[config.mk]
export PLATFORM = sky130hd
export DESIGN_NAME = musb_bus_arbiter
export DESIGN_NICKNAME = d
export VERILOG_FILES = /design/src/rtl/musb_bus_arbiter.sv
export SDC_FILE = /design/constraint.sdc
export NUM_CORES = 1
export LEC_CHECK = 0
export ABC_AREA = 1
export BUFFER_PORTS_ARGS = -buffer_cell sky130_fd_sc_hd__buf_2
export CORE_AREA = 4 4 164 166
export CTS_CLUSTER_DIAMETER = 200
export DETAILED_ROUTE_END_ITERATION = 7
export DIE_AREA = 0 0 168 170
export PLACE_DENSITY_LB_ADDON = 0.2
export RECOVER_POWER = 100
export SETUP_SLACK_MARGIN = 0.2
export SLEW_MARGIN = 20
export SYNTH_ARGS = -nofsm -noshare
export SYNTH_HDL_FRONTEND = slang
export SYNTH_SLANG_ARGS = --single-unit
[constraint.sdc]
create_clock -name clk -period 3.5 [get_ports clk]
set_clock_uncertainty 0.2 [all_clocks]
set_input_delay 0.525 -clock clk [delete_from_list [all_inputs] [get_ports clk]]
set_output_delay 0.525 -clock clk [all_outputs]
set_load 0.1 [all_outputs]
[src/rtl/musb_bus_arbiter.sv]
// musb_bus_arbiter: three-master / one-slave round-robin bus arbiter with a
// bus watchdog. Master 0 is the bootloader/debug port, master 1 the core data
// port and master 2 the core instruction port. One transaction is granted at
// a time. The slave request and all completion responses are combinational
// passthroughs of the registered grant.
module musb_bus_arbiter #(
  parameter int unsigned TIMEOUT_CYCLES = 1023,
  parameter int unsigned ENABLE_TIMEOUT = 1
) (
  input  logic        clk,
  input  logic        rst,
  // master 0 (bootloader / debug)
  input  logic [31:0] m0_address,
  input  logic [31:0] m0_data_i,
  input  logic        m0_wr,
  input  logic [3:0]  m0_byte_sel,
  input  logic        m0_enable,
  output logic [31:0] m0_data_o,
  output logic        m0_ready,
  output logic        m0_error,
  // master 1 (core data port)
  input  logic [31:0] m1_address,
  input  logic [31:0] m1_data_i,
  input  logic        m1_wr,
  input  logic [3:0]  m1_byte_sel,
  input  logic        m1_enable,
  output logic [31:0] m1_data_o,
  output logic        m1_ready,
  output logic        m1_error,
  // master 2 (core instruction port)
  input  logic [31:0] m2_address,
  input  logic [31:0] m2_data_i,
  input  logic        m2_wr,
  input  logic [3:0]  m2_byte_sel,
  input  logic        m2_enable,
  output logic [31:0] m2_data_o,
  output logic        m2_ready,
  output logic        m2_error,
  // shared slave port
  output logic [31:0] s_address,
  output logic [31:0] s_data_o,
  output logic        s_wr,
  output logic [3:0]  s_byte_sel,
  output logic        s_enable,
  input  logic [31:0] s_data_i,
  input  logic        s_ready,
  input  logic        s_error,
  // status
  output logic [2:0]  grant,
  output logic        timeout
);

  localparam int unsigned CW = $clog2(TIMEOUT_CYCLES + 1);
  localparam logic [CW-1:0] CNT_LAST = CW'(TIMEOUT_CYCLES - 1);

  typedef enum logic {
    IDLE,
    BUSY
  } state_e;

  state_e        state_q, state_d;
  logic [2:0]    grant_q, grant_d;
  logic [1:0]    last_q, last_d;
  logic [CW-1:0] cnt_q, cnt_d;

  logic [2:0]    m_en;
  logic [2:0]    pick;
  logic [1:0]    gidx;
  logic          busy;
  logic          g_en;
  logic          wd_hit;
  logic          fire;
  logic          done_rdy;
  logic          done_err;
  logic          txn_exit;

  assign m_en = {m2_enable, m1_enable, m0_enable};

  // Round-robin winner: search starts at the master after the last one served.
  always_comb begin
    pick = '0;
    case (last_q)
      2'd0: begin
        if      (m_en[1]) pick = 3'b010;
        else if (m_en[2]) pick = 3'b100;
        else if (m_en[0]) pick = 3'b001;
      end
      2'd1: begin
        if      (m_en[2]) pick = 3'b100;
        else if (m_en[0]) pick = 3'b001;
        else if (m_en[1]) pick = 3'b010;
      end
      default: begin
        if      (m_en[0]) pick = 3'b001;
        else if (m_en[1]) pick = 3'b010;
        else if (m_en[2]) pick = 3'b100;
      end
    endcase
  end

  // Index of the currently granted master, recorded into last on exit.
  always_comb begin
    gidx = 2'd0;
    if (grant_q[1]) gidx = 2'd1;
    if (grant_q[2]) gidx = 2'd2;
  end

  // Transaction status of the granted master in the current BUSY cycle.
  // Completion only counts while the granted master still requests; a
  // dropped enable is an abort regardless of what the slave does.
  always_comb begin
    busy     = (state_q == BUSY);
    g_en     = busy & (|(grant_q & m_en));
    wd_hit   = (ENABLE_TIMEOUT != 0) && (cnt_q == CNT_LAST);
    fire     = g_en & wd_hit & ~s_ready & ~s_error;
    done_err = g_en & (s_error | fire);
    done_rdy = g_en & s_ready & ~s_error;
    txn_exit = busy & (~g_en | done_err | done_rdy);
  end

  // State, grant, round-robin pointer and watchdog counter registers.
  always_ff @(posedge clk or negedge rst) begin
    if (!rst) begin
      state_q <= IDLE;
      grant_q <= '0;
      last_q  <= 2'd2;
      cnt_q   <= '0;
    end else begin
      state_q <= state_d;
      grant_q <= grant_d;
      last_q  <= last_d;
      cnt_q   <= cnt_d;
    end
  end

  // Next-state logic: arbitrate in IDLE, track completion/abort/watchdog in BUSY.
  always_comb begin
    state_d = state_q;
    grant_d = grant_q;
    last_d  = last_q;
    cnt_d   = cnt_q;
    case (state_q)
      IDLE: begin
        if (|m_en) begin
          state_d = BUSY;
          grant_d = pick;
          cnt_d   = '0;
        end
      end
      BUSY: begin
        if (txn_exit) begin
          state_d = IDLE;
          grant_d = '0;
          last_d  = gidx;
        end else if (cnt_q != '1) begin
          cnt_d = cnt_q + CW'(1);
        end
      end
      default: begin
        state_d = IDLE;
        grant_d = '0;
      end
    endcase
  end

  // Outputs: slave fields muxed from the grant while BUSY, zero in IDLE;
  // completion routed only to the granted master.
  always_comb begin
    s_address  = '0;
    s_data_o   = '0;
    s_wr       = 1'b0;
    s_byte_sel = '0;
    if (busy) begin
      s_address  = ({32{grant_q[0]}} & m0_address)
                 | ({32{grant_q[1]}} & m1_address)
                 | ({32{grant_q[2]}} & m2_address);
      s_data_o   = ({32{grant_q[0]}} & m0_data_i)
                 | ({32{grant_q[1]}} & m1_data_i)
                 | ({32{grant_q[2]}} & m2_data_i);
      s_wr       = (grant_q[0] & m0_wr)
                 | (grant_q[1] & m1_wr)
                 | (grant_q[2] & m2_wr);
      s_byte_sel = ({4{grant_q[0]}} & m0_byte_sel)
                 | ({4{grant_q[1]}} & m1_byte_sel)
                 | ({4{grant_q[2]}} & m2_byte_sel);
    end
    s_enable  = g_en & ~fire;
    m0_ready  = grant_q[0] & done_rdy;
    m1_ready  = grant_q[1] & done_rdy;
    m2_ready  = grant_q[2] & done_rdy;
    m0_error  = grant_q[0] & done_err;
    m1_error  = grant_q[1] & done_err;
    m2_error  = grant_q[2] & done_err;
    m0_data_o = s_data_i;
    m1_data_o = s_data_i;
    m2_data_o = s_data_i;
    grant     = grant_q;
    timeout   = fire;
  end

endmodule

[After elaboration in Yosys (flattened, before gate mapping)]
Index checks and enable logic that the tools add are counted.
Operators by class
  add/sub/neg operators: 1
  equality and inequality tests: 7
  muxes and demuxes: 26
  bitwise gates (word level): 44
  reduce and logical (&&, ||, !) cells: 6
Operators by type and width (count)
  AND 32 bit: 6
  OR 32 bit: 4
  2-to-1 mux 32 bit: 2
  2-to-1 mux 10 bit: 3
  2-to-1 mux 3 bit: 8
  case mux 10 bit (2 select lines): 1
  AND 1 bit: 18
  AND 4 bit: 3
  case mux 3 bit (2 select lines): 2
  adder 10 x 1 -> 10 bit (second input constant): 1
  equality test 10 bit (second input constant): 1
  inequality test 10 bit (second input constant): 1
  OR 4 bit: 2
  2-to-1 mux 2 bit: 3
  OR reduction 3 bit: 2
  2-to-1 mux 1 bit: 5
  NOT 1 bit: 5
  OR 1 bit: 5
  2-to-1 mux 4 bit: 1
  inequality test 2 x 1 -> 1 bit (second input constant): 2
  inequality test 2 bit (second input constant): 2
  AND reduction 2 bit: 2
  AND 3 bit: 1
  AND reduction 3 bit: 1
  other kinds (3): 3
Word-level totals
  bits in registers: 16
  word-level logic and storage cells: 88

[Depth between registers and ports, before layout]
  depth in word-level cells: 13
  depth in mapped cells: 10

[Worst setup path before layout]
Ideal clock, no wire load.
  path type: reg-to-output
  from: register grant_q[1], in the netlist grant[1]
  to: output s_enable
  data arrival time: 4838 ps
  path slack: -2063 ps
  cell stages (with the launch flop): 7
  buffers on the path: 1
  cells stage by stage: dfrtp_1 buf_2 nand2_1 nand3_1 nand2_2 nor3_1 nor2_1
On the way
  word-level cells in the longest chain between the ends: 8
RTL lines
  start: declaration: line 62  | logic [2:0] grant_q, grant_d;
  start signal: assignment: line 130  | grant_q <= grant_d;
  AND 3 bit: line 113  | g_en = busy & (|(grant_q & m_en));
  OR reduction 3 bit: line 113
  AND 1 bit: line 113
  AND 1 bit (3 in a row): line 115  | fire = g_en & wd_hit & ~s_ready & ~s_error;
  via timeout: line 50  | output logic timeout
  NOT 1 bit: line 187  | s_enable = g_en & ~fire;
  AND 1 bit: line 187
  end: declaration: line 44  | output logic s_enable,
The timed path passes the listed nets, and every way through them passes these cells.

[Worst setup path in the final report]
  from: register grant_q[0], in the netlist grant[0]
  to: output s_byte_sel[3]
On the way
  word-level cells in the longest chain between the ends: 4
RTL lines
  AND 4 bit: line 183  | s_byte_sel = ({4{grant_q[0]}} & m0_byte_sel)
  OR 4 bit: line 184  | | ({4{grant_q[1]}} & m1_byte_sel)
  OR 4 bit: line 185  | | ({4{grant_q[2]}} & m2_byte_sel);
  2-to-1 mux 4 bit: line 173  | if (busy) begin
  end: declaration: line 43  | output logic [3:0] s_byte_sel,
Every way passes these cells.

==> impl_metrics.csv <==
group,metric,value,unit
outcome,outcome,"finished, final reports clean",
synth,seq_area_frac_synth,11.2,%
placed_design,port_buffers,293,
routing,dr.pass1.iters,4,
sta,relSlewSlack,20.8,%
clock_network,path_clk_slew,0.05,ns
power,power_leakage,3.03,nW
synth,avgSynthCellArea,5.18,µm²
sta,hold_viol,0,
sta,clock.fmax,322,MHz
synth,ys_ff_latch,16,
routing,drt-total-wl,17.0,mm
setup_path,crit_path_frequent_cell,"nand2_1",
sta,fin_crit,3.11,ns
run,cap_violations,0,
clock_network,cts_resized,0,
layout,area_growth,32.3,%
die,core,0.0256,mm²
layout,nets,1120,
clock_network,insertion_delay,0.25,ns
setup_path,path_cells,"buf_4 > nand2_1 > nand3_1 > nand2_1 > inv_1 > clkbuf_1",
global_routing,grt-ovfl-total,0,
placed_design,dp_hpwl,13.9,mm
setup_path,max_stage_delay,0.87,ns
setup_path,rr_endpoint,"cnt_q[2]",
die,die_w,168,µm
layout,postLayoutCoreUtil,18.6,%
sta,slew_violations,0,
die,ios,422,
clock_network,cts-root-buf,"clkbuf_16",
clock_network,cts_made_buffers,3,
layout,layout_commonest_cell,"nand2_1",
routing,ant_nets,0,
layout,fin_area,0.00476,mm²
setup_path,worst-setup-path-type,"register to primary output",
die,row_count,59,
min_path,hp-class,"primary input to async pin",
setup_path,cpMaxStageDelayCell,"clkbuf_1",
placed_design,placedInstanceArea,0.00473,mm²
synth,synth_nets,943,
clock_network,cts_tree,"yes",
power,peakVddDrop,494,µV
power,switching_share,76.8,%
clock_network,htreeDepth,1,
setup_path,cp-start-kind,"register",
synth,yosysWarnings,0,
global_routing,grtUsageTotal,10.9,%
power,comb_power_share,86.7,%
setup_path,critical_path.max_fanout,28,
power,clkPwrFrac,5.2,%
die,dieArea,0.0286,mm²
synth,synthCells,695,
power,p_int,0.00113,W
global_routing,antenna_found_initial,1,
sta,worst_pin_slew,1.19,ns
setup_path,critPathBufInv,3,
clock_network,cts_buffer_depth,2,
placed_design,place_congestion,0.835,
clock_network,post-cts-setup-buffers,0,
die,fp.dieH,170,µm
setup_path,required,2.77,ns
routing,drc_errors,0,
routing,wl_per_cell,14.1,µm
routing,vias,4632,
layout,layout-drive-gt1-share,36.2,%
clock_network,clock_sinks,16,
setup_path,ff2ff_setup_slack,0.90,ns
setup_path,path_delay_family,"buffers and inverters",
routing,drtIter0Drc,135,
synth,synth_area,0.00360,mm²
die,start_util,14.0,%
global_routing,grt_pass1_vias,4669,
setup_path,arrival,2.38,ns
global_routing,grt_max_degree,32,
power,power_density,1030,mW/mm²
sta,finalSetupViolCount,0,
routing,routed_via_density,3.84,
power,p_sw,0.00375,W
clock_network,cts_hold_buffers,0,
setup_path,end_kind,"primary output",
layout,mostFrequentLayoutCells,"331 x nand2_1, 216 x buf_2, 81 x inv_1",
setup_path,reg2reg_from,"grant[2]",
sta,period_share,88.7,%
setup_path,reg2reg_depth,9,
power,power.share.sequential,8.2,%
layout,insertedDiodeCount,0,
synth,yosysUniqueCellTypes,32,
global_routing,grt_pass1_wl,25.3,mm
setup_path,worst-path-stages,6,
sta,rsz0062_at_grt,"no",
## routing by layer
layer,global-route usage (%),routed length [µm],vias to the layer above
met3,2.30,1360,51
met5,0,13,-
li1,-,-,2336
met4,4.06,556,2
met2,19.2,8230,196
met1,13.1,6820,2047
## kinds of logic (layout without fill, tap and decap cells)
family,Yosys count,in the layout,synth area share [%]
DFF,16,16,11.2
buffers and inverters,212,388,32.7
adders and majority gates,2,2,0.696
xor gates and xnor gates,4,4,0.974
and+or+nand+nor,451,451,52.5
AOI/OAI and AO/OA,10,10,2.02
## synthesized netlist by cell type (all sizes together)
master / count / share of area, %
nor3: 4 / 0.56
xor2: 2 / 0.49
dfrtp: 15 / 10
nand2: 335 / 36
nand3: 81 / 11
o31ai: 1 / 0.59
o2111ai: 1 / 0.24
nor2: 28 / 3.3
a21oi: 1 / 0.14
o21ai: 5 / 0.70
clkbuf: 24 / 2.5
ha: 2 / 0.70
and2: 1 / 0.24
xnor2: 2 / 0.49
o22ai: 1 / 0.17
a31oi: 1 / 0.17
dfstp: 1 / 0.73
inv: 81 / 8.5
nand4: 2 / 0.77
buf: 107 / 22
## power groups by stage
stage	logic (W)	clock network [W]	registers, W
after floorplan	0.00406	0	0.000326
after global placement	0.00435	0	0.000406
after detailed placement	0.00433	0	0.000406
after CTS	0.00434	0.000259	0.000404
after global routing	0.00455	0.000271	0.000424
final	0.00423	0.000253	0.000398
## through the flow
step / setup TNS [ns] / power [W] / std cells / hold slack, ns / setup WS (ns)
final: 0 / 0.00488 / 1206 / 0.218 / 0.395
after floorplan: -0.545 / 0.00439 / 695 / 0.0294 / -0.182
after CTS: 0 / 0.00500 / 1206 / 0.0243 / 0.562
after global placement: 0 / 0.00476 / 1202 / 0.283 / 0.839
after detailed placement: 0 / 0.00474 / 1202 / 0.284 / 0.838
after global routing: 0 / 0.00524 / 1206 / 0.298 / 0.210
## worst reg2reg max path, stage by stage (launching register included)
cell	delay, ns
dfrtp_2	0.72
nand2_1	0.12
nand3_1	0.11
nand2_1	0.16
inv_1	0.14
nand4_1	0.17
nand2_1	0.34
nand2_1	0.34
nand2_1	0.14
nand2_1	0.06
## how the worst max path moves through the flow
stage	from	end	slack, ns
2_1_floorplan	grant[1]	m0_error	-0.18
3_3_place_gp	grant[1]	s_data_o[0]	0.84
3_5_place_dp	grant[1]	s_data_o[0]	0.84
4_1_cts	grant[1]	s_data_o[0]	0.56
5_1_grt	grant[0]	s_byte_sel[1]	0.21
6_report	grant[0]	s_byte_sel[3]	0.39
## cell type report
type | instances | area [µm²]
clock buffers | 4 | 88.8
fillers | 3083 | 20900
inverters | 81 | 304
multi-input cells | 467 | 2000
flip-flops and latches | 16 | 407
well taps | 335 | 419
repair buffers | 303 | 1540
## state kept, by name, summed over array words and instances (netlist names)
| name | count |
|---|---|
| last_q | 2 |
| cnt_q | 10 |
| busy | 1 |
| grant | 3 |
(Power assumes the default switching activity.)
